<file path="src/rtl/lcd_sw_spi_master.sv">
// lcd_sw_spi_master: mode-3 SPI engine for the front-panel LCD/switch bus.
// Sends one DATA_WIDTH-bit word MSB-first per accepted start, captures the
// returned word, and steers chip select to the LCD or the switch register.
module lcd_sw_spi_master #(
  parameter int DATA_WIDTH = 24,
  parameter int CLK_DIV    = 100,
  parameter int CS_SETUP   = 50,
  parameter int CS_HOLD    = 50
) (
  input  logic                  i_clk,
  input  logic                  i_rst,
  input  logic                  i_spi_start,
  input  logic [DATA_WIDTH-1:0] i_mosi_data,
  input  logic                  i_lcd_sw_cs,
  output logic [DATA_WIDTH-1:0] o_miso_data,
  output logic                  o_busy,
  output logic                  o_done,
  output logic                  o_spi_sclk,
  output logic                  o_spi_mosi,
  input  logic                  i_spi_miso,
  output logic                  o_lcd_cs,
  output logic                  o_sw_cs_n
);

  typedef enum logic [2:0] {
    IDLE,
    SETUP,
    SHIFT,
    HOLD,
    DONE
  } state_t;

  localparam logic [10:0] SETUP_LAST = 11'(CS_SETUP - 1);
  localparam logic [10:0] DIV_LAST   = 11'(CLK_DIV - 1);
  localparam logic [10:0] HOLD_LAST  = 11'(CS_HOLD - 1);
  localparam logic [4:0]  BIT_LAST   = 5'(DATA_WIDTH - 1);

  state_t                state_q, state_d;
  logic [10:0]           cnt_q, cnt_d;
  logic [4:0]            bit_q, bit_d;
  logic                  sclk_q, sclk_d;
  logic                  sel_q, sel_d;
  logic [DATA_WIDTH-1:0] tx_q, tx_d;
  logic [DATA_WIDTH-1:0] rx_q, rx_d;
  logic [DATA_WIDTH-1:0] miso_q, miso_d;
  logic                  sync1_q, sync2_q;
  logic                  cs_active;

  // Two-flop synchronizer for the asynchronous MISO line.
  always_ff @(posedge i_clk or negedge i_rst) begin
    if (!i_rst) begin
      sync1_q <= 1'b0;
      sync2_q <= 1'b0;
    end else begin
      sync1_q <= i_spi_miso;
      sync2_q <= sync1_q;
    end
  end

  // State and datapath registers.
  always_ff @(posedge i_clk or negedge i_rst) begin
    if (!i_rst) begin
      state_q <= IDLE;
      cnt_q   <= '0;
      bit_q   <= '0;
      sclk_q  <= 1'b1;
      sel_q   <= 1'b0;
      tx_q    <= '0;
      rx_q    <= '0;
      miso_q  <= '0;
    end else begin
      state_q <= state_d;
      cnt_q   <= cnt_d;
      bit_q   <= bit_d;
      sclk_q  <= sclk_d;
      sel_q   <= sel_d;
      tx_q    <= tx_d;
      rx_q    <= rx_d;
      miso_q  <= miso_d;
    end
  end

  // Next-state logic: phase timing, SCLK generation, shifting and capture.
  always_comb begin
    state_d = state_q;
    cnt_d   = cnt_q;
    bit_d   = bit_q;
    sclk_d  = sclk_q;
    sel_d   = sel_q;
    tx_d    = tx_q;
    rx_d    = rx_q;
    miso_d  = miso_q;
    unique case (state_q)
      IDLE: begin
        if (i_spi_start) begin
          state_d = SETUP;
          tx_d    = i_mosi_data;
          sel_d   = i_lcd_sw_cs;
          bit_d   = '0;
          cnt_d   = '0;
        end
      end
      SETUP: begin
        if (cnt_q == SETUP_LAST) begin
          state_d = SHIFT;
          cnt_d   = '0;
          sclk_d  = 1'b0;
        end else begin
          cnt_d = cnt_q + 11'd1;
        end
      end
      SHIFT: begin
        if (cnt_q == DIV_LAST) begin
          cnt_d = '0;
          if (!sclk_q) begin
            sclk_d = 1'b1;
          end else begin
            // Last cycle of the high half: capture, then fall and shift
            // unless this was the final bit (SCLK then stays high).
            rx_d = {rx_q[DATA_WIDTH-2:0], sync2_q};
            if (bit_q == BIT_LAST) begin
              state_d = HOLD;
            end else begin
              bit_d  = bit_q + 5'd1;
              sclk_d = 1'b0;
              tx_d   = {tx_q[DATA_WIDTH-2:0], 1'b0};
            end
          end
        end else begin
          cnt_d = cnt_q + 11'd1;
        end
      end
      HOLD: begin
        if (cnt_q == HOLD_LAST) begin
          // Loaded on entry to DONE so the word appears with o_done.
          state_d = DONE;
          cnt_d   = '0;
          miso_d  = rx_q;
        end else begin
          cnt_d = cnt_q + 11'd1;
        end
      end
      DONE: state_d = IDLE;
      default: state_d = IDLE;
    endcase
  end

  // Output decode from registered state.
  always_comb begin
    cs_active   = (state_q == SETUP) || (state_q == SHIFT) || (state_q == HOLD);
    o_busy      = (state_q != IDLE);
    o_done      = (state_q == DONE);
    o_lcd_cs    = cs_active & ~sel_q;
    o_sw_cs_n   = ~(cs_active & sel_q);
    o_spi_sclk  = sclk_q;
    o_spi_mosi  = tx_q[DATA_WIDTH-1];
    o_miso_data = miso_q;
  end

endmodule

</file>
<file path="config.mk">
export PLATFORM = sky130hd
export DESIGN_NAME = lcd_sw_spi_master
export DESIGN_NICKNAME = d
export VERILOG_FILES = /design/src/rtl/lcd_sw_spi_master.sv
export SDC_FILE = /design/constraint.sdc
export NUM_CORES = 1
export LEC_CHECK = 0
export CAP_MARGIN = 10
export CORE_UTILIZATION = 59
export CTS_CLUSTER_SIZE = 28
export DETAILED_ROUTE_END_ITERATION = 8
export PLACE_DENSITY = 0.93
export SKIP_LAST_GASP = 1
export SYNTH_ARGS = -nofsm -noshare
export SYNTH_HDL_FRONTEND = slang
export SYNTH_SLANG_ARGS = --single-unit
</file>
<file path="constraint.sdc">
create_clock -name i_clk -period 4.5 [get_ports i_clk]
set_clock_uncertainty 0.05 [all_clocks]
set_input_delay 0.45 -clock i_clk [delete_from_list [all_inputs] [get_ports i_clk]]
set_output_delay 0.45 -clock i_clk [all_outputs]
set_load 0.03 [all_outputs]
</file>
After elaboration in Yosys (flattened, before gate mapping)
Cells that the tools add are included.

storage, ports and cells
  flip-flop bits (word level) = 95
  latch bits = 0
  memory bits (writable) = 0
  bits in read-only memories = 0
  input port bits = 29
  output and inout port bits = 30
  logic and storage cells = 71
  memories = 0

operators by class
  $add $sub $neg = 2
  multiply operators = 0
  div/mod/pow operators = 0
  magnitude comparators = 0
  eq/ne operators = 14
  shifts and indexed selects = 0
  mux-type cells = 26
  bitwise logic cells = 4
  reduce and logical (&&, ||, !) cells = 15

operators by type and width
  kind                                                  count
  two-way mux 24 bit                                    4
  case mux 24 bit (2 select lines)                      1
  two-way mux 11 bit                                    3
  case mux 11 bit (3 select lines)                      1
  two-way mux 5 bit                                     4
  two-way mux 3 bit                                     6
  inequality test 2 bit, second input constant          7
  case mux 3 bit (4 select lines)                       1
  adder 11 x 1 -> 11 bit, second input constant         1
  equality test 11 x 6 -> 1 bit, second input constant  1
  equality test 11 x 7 -> 1 bit, second input constant  1
  case mux 5 bit (2 select lines)                       1
  equality test 3 x 2 -> 1 bit, second input constant   2
  AND reduction 2 bit                                   3
  AND reduction 3 bit                                   2
  AND reduction 6 bit                                   1
  nonzero test 3 bit                                    2
  adder 5 x 1 -> 5 bit, second input constant           1
  equality test 5 bit, second input constant            1
  AND reduction 5 bit                                   1
  two-way mux 1 bit                                     4
  nonzero test 2 bit                                    2
  equality test 3 x 1 -> 1 bit, second input constant   1
  equality test 3 bit, second input constant            1
  6 further kinds                                       9

Logic depth before layout (Yosys ltp)
  word-level depth = 5
  depth in mapped cells = 8
  depth with buffers taken out = 6

Least setup slack after synthesis
No wires, ideal clock.

  path kind = reg-to-reg
  from = reg cnt_q[2]
  to = reg miso_q[10] (netlist: o_miso_data[10])
  setup time = 0.125 ns
  data arrival time = 1.939 ns
  data required time = 4.325 ns
  slack = 2.386 ns
  stages on the path, launching flop included = 7
  cell sequence = dfrtp_1 nor4_4 nand3_2 or3_1 buf_6 buf_12 mux2_4

between the ends
  word-level cells in the longest chain between the ends = 2

RTL lines
  item                           RTL line  source
  start: declaration             39        logic [10:0] cnt_q, cnt_d;
  start signal: assignment       73        cnt_q <= cnt_d;
  equality test 11 x 6 -> 1 bit  134       if (cnt_q == HOLD_LAST) begin
  AND reduction 2 bit (no line)  -
  end signal: assignment         79        miso_q <= miso_d;
  end: declaration               45        logic [DATA_WIDTH-1:0] miso_q, miso_d;

No other way between the ends.
A chain may end at the register's enable or synchronous reset.

Worst setup path in the final report
  from = reg state_q[1]
  to = reg rx_q[17]

between the ends
  word-level cells in the longest chain between the ends = 2

RTL lines
  item                           RTL line  source
  start: declaration             38        state_t state_q, state_d;
  start signal: assignment       72        state_q <= state_d;
  equality test 3 x 2 -> 1 bit   93        unique case (state_q)
  AND reduction 3 bit (no line)  -
  end signal: assignment         78        rx_q <= rx_d;
  end: declaration               44        logic [DATA_WIDTH-1:0] rx_q, rx_d;

No other way between the ends.

==> reports/results.ini <==
[global_routing]
grt_pass1_wl_um=13900
grt_antenna_before_repair=0
grt_usage=0.235
grt_overflow_total=0
grt_pass1_vias=2901
grt_max_degree=50

[placed_design]
post-dp-hpwl_um=5730
place_ws_ns=1.65
portBuffers=58
gp_congestion=0.894
place_area_um2=4960

[timing]
rsz0062_at_grt=no
fin_setup_tns_ns=0
fmax_ghz=0.355
fin_crit_sh=0.625
worst_slack_ns=1.69
tightest_slew_ns=1.12
maxSlewViolCount=0
hold_viol=0
setup_viol=0
period_minus_slack_ns=2.81
relSlewSlack=0.249

[drt]
met3_length_um=366
vias_per_cell=5.91
drc=0
dr_total_vias=3026
wire_per_inst_um=16.8
wirelength_um=8620
routed.top_layer=met4
antenna_left=0
drt_iter0_drc=109
routed-wl-met2_um=4290
dr.pass1.iters=4
wl_met1_um=3830

[die]
start_util=0.606
die-area_um2=7760
coreArea_um2=7210
die_width_um=88.1
die_y_um=88.1
ioPinCount=59
rows=31

[final_layout]
nFillCells=515
area_delta_synth_final_pct=18.8
diodes=0
final_layout_size_suffix_gt1_frac=0.179
fin_util=0.720
finalNetCount=440
stdcell_area_um2=5190

[pwr]
peakVddDrop_mv=0.167
clkPwrFrac=0.409
power_density_nw_per_um2=299
leakagePower_nw=2.54
p_int_w=0.00123
comb_power_share=0.037
power_switching_w=0.000320
switching_share=0.206
p_seq_frac=0.554

[flow_run]
cap_violations=0

[critical_path]
cp_data_arrival_time_ns=3.00
cp_max_fo=24
cp.buffers_inverters=1
crit_slowest_cell=nand3_1
end_kind=register
cpPeakStageDelay_ns=0.90
crit_family=simple AND/OR/NAND/NOR gates
cp-start-kind=register
worstPathCellList=inv_1 > nor3_1 > nand3_1 > mux2_2
required_ns=4.68
crit_type=reg2reg

[clocking]
htreeDepth=3
clock_sinks=95
post_cts_buffers=0
cts_hold_buf=0
cts_made_buffers=9
clk_path_buf_depth=2
cts_tree=built
cts_root_buffer=clkbuf_8
cts_resized=0
clk_latency_ns=0.36
path_clk_slew_ns=0.09

[logic_synthesis]
synth_common_cells=dfrtp_1 (94), o21ai_0 (55), mux2_2 (29), mux2i_1 (25), nand2_1 (22)
ys_seq_area_frac=0.544
yosysWarnings=0
syn_nets=391
postSynthCellCount=359
avgSynthCellArea_um2=12.2
ys_top_cells_by_area=dfrtp_1 (54%), mux2_2 (7.5%), mux2_4 (6.9%)
async_reset_ff_frac=1.00
syn-cell-area_um2=4370
synth_top_area_share=0.538
synth.most_common_cell=dfrtp_1
synthFlopType=dfrtp_1
synth.distinct_cells=49
synth_edf_count=0
ys_ff_latch=95
synth_top_cell_by_area=dfrtp_1

[min_path]
worstHoldPathType=in2async

[status]
status=complete, no violations

-- per-layer routing --
| metal | vias to the layer above | track usage |
|---|---|---|
| met5 | - | 0 |
| met2 | 92 | 0.391 |
| li1 | 1409 | - |
| met3 | 13 | 0.0443 |
| met4 | 0 | 0.0645 |
| met1 | 1512 | 0.319 |
-- path summary, 6_finish.rpt --
check | from | to | slack, ns | cells past startpoint
worst max register to register | state_q[1] | rx_q[17] | 1.69 | 4
min in group i_clk | sync1_q | sync2_q | 0.31 | 0
worst min-delay path | i_rst | o_miso_data[11] | 0.04 | 1
worst max-delay path | state_q[1] | rx_q[17] | 1.69 | 4
max in group asynchronous | i_rst | rx_q[2] | 3.34 | 2
worst min register to register | sync1_q | sync2_q | 0.31 | 0
-- layout make-up --
| class | count | area (µm²) | share of cell area |
|---|---|---|---|
| Multi-Input combinational cell | 234 | 1830 | 0.353 |
| Timing Repair Buffer | 61 | 601 | 0.116 |
| Clock inverter | 4 | 76.3 | 0.0147 |
| Clock buffer | 12 | 155 | 0.0299 |
| Tap cell | 99 | 124 | 0.0238 |
| Inverter | 7 | 26.3 | 0.00506 |
| Sequential cell | 95 | 2380 | 0.458 |
-- power by group through the flow --
stage                      logic, W  registers, W  clock network (W)
after floorplan           0.0000128      0.000876                  0
after global placement    0.0000570      0.000877                  0
after detailed placement  0.0000588      0.000877                  0
after CTS                 0.0000588      0.000860           0.000644
after global routing      0.0000644      0.000861           0.000680
final                     0.0000576      0.000860           0.000635
-- cells by family after synthesis --
logic type               share of synthesized area
multiplexers                                 0.201
buffers and inverters                       0.0366
adder cells (fa/ha/maj)                    0.00859
AO/OA/AOI/OAI                                0.121
flip-flops                                   0.544
AND/OR/NAND/NOR                             0.0887
-- metrics by stage --
| stage | instances | power (W) | hold slack [ns] |
|---|---|---|---|
| after floorplan | 359 | 0.000889 | 0.104 |
| after global placement | 496 | 0.000934 | 0.290 |
| after detailed placement | 496 | 0.000936 | 0.293 |
| after CTS | 512 | 0.00156 | 0.0645 |
| after global routing | 512 | 0.00161 | 0.0768 |
| final | 512 | 0.00155 | 0.0372 |
-- layout by cell type (no fill, tap or decap), types with 2 or more instances in the layout --
master,instances
or2_2,2
o22ai_1,2
bufinv_16,2
inv_1,7
o211ai_1,6
a21oi_1,4
clkbuf_8,11
nor4_1,3
o21ai_0,55
dfrtp_1,94
nand2_1,22
mux2_4,20
ha_1,3
or4_1,3
nand4_1,3
and4b_1,3
nand3_1,6
a21o_1,2
clkdlybuf4s50_1,57
buf_4,4
mux2i_1,25
nand2b_1,2
or3_1,4
nor2_1,10
nor3_1,3
mux2_2,29
o31ai_1,4
o221ai_1,3
-- sequential cells by signal, indices dropped and copies added, names as in the netlist --
signal / count
bit_q: 5
o_miso_data: 24
state_q: 3
sync2_q: 1
rx_q: 24
o_spi_sclk: 1
tx_q: 24
cnt_q: 11
sel_q: 1
sync1_q: 1
Power figures use the tool's default switching activity.
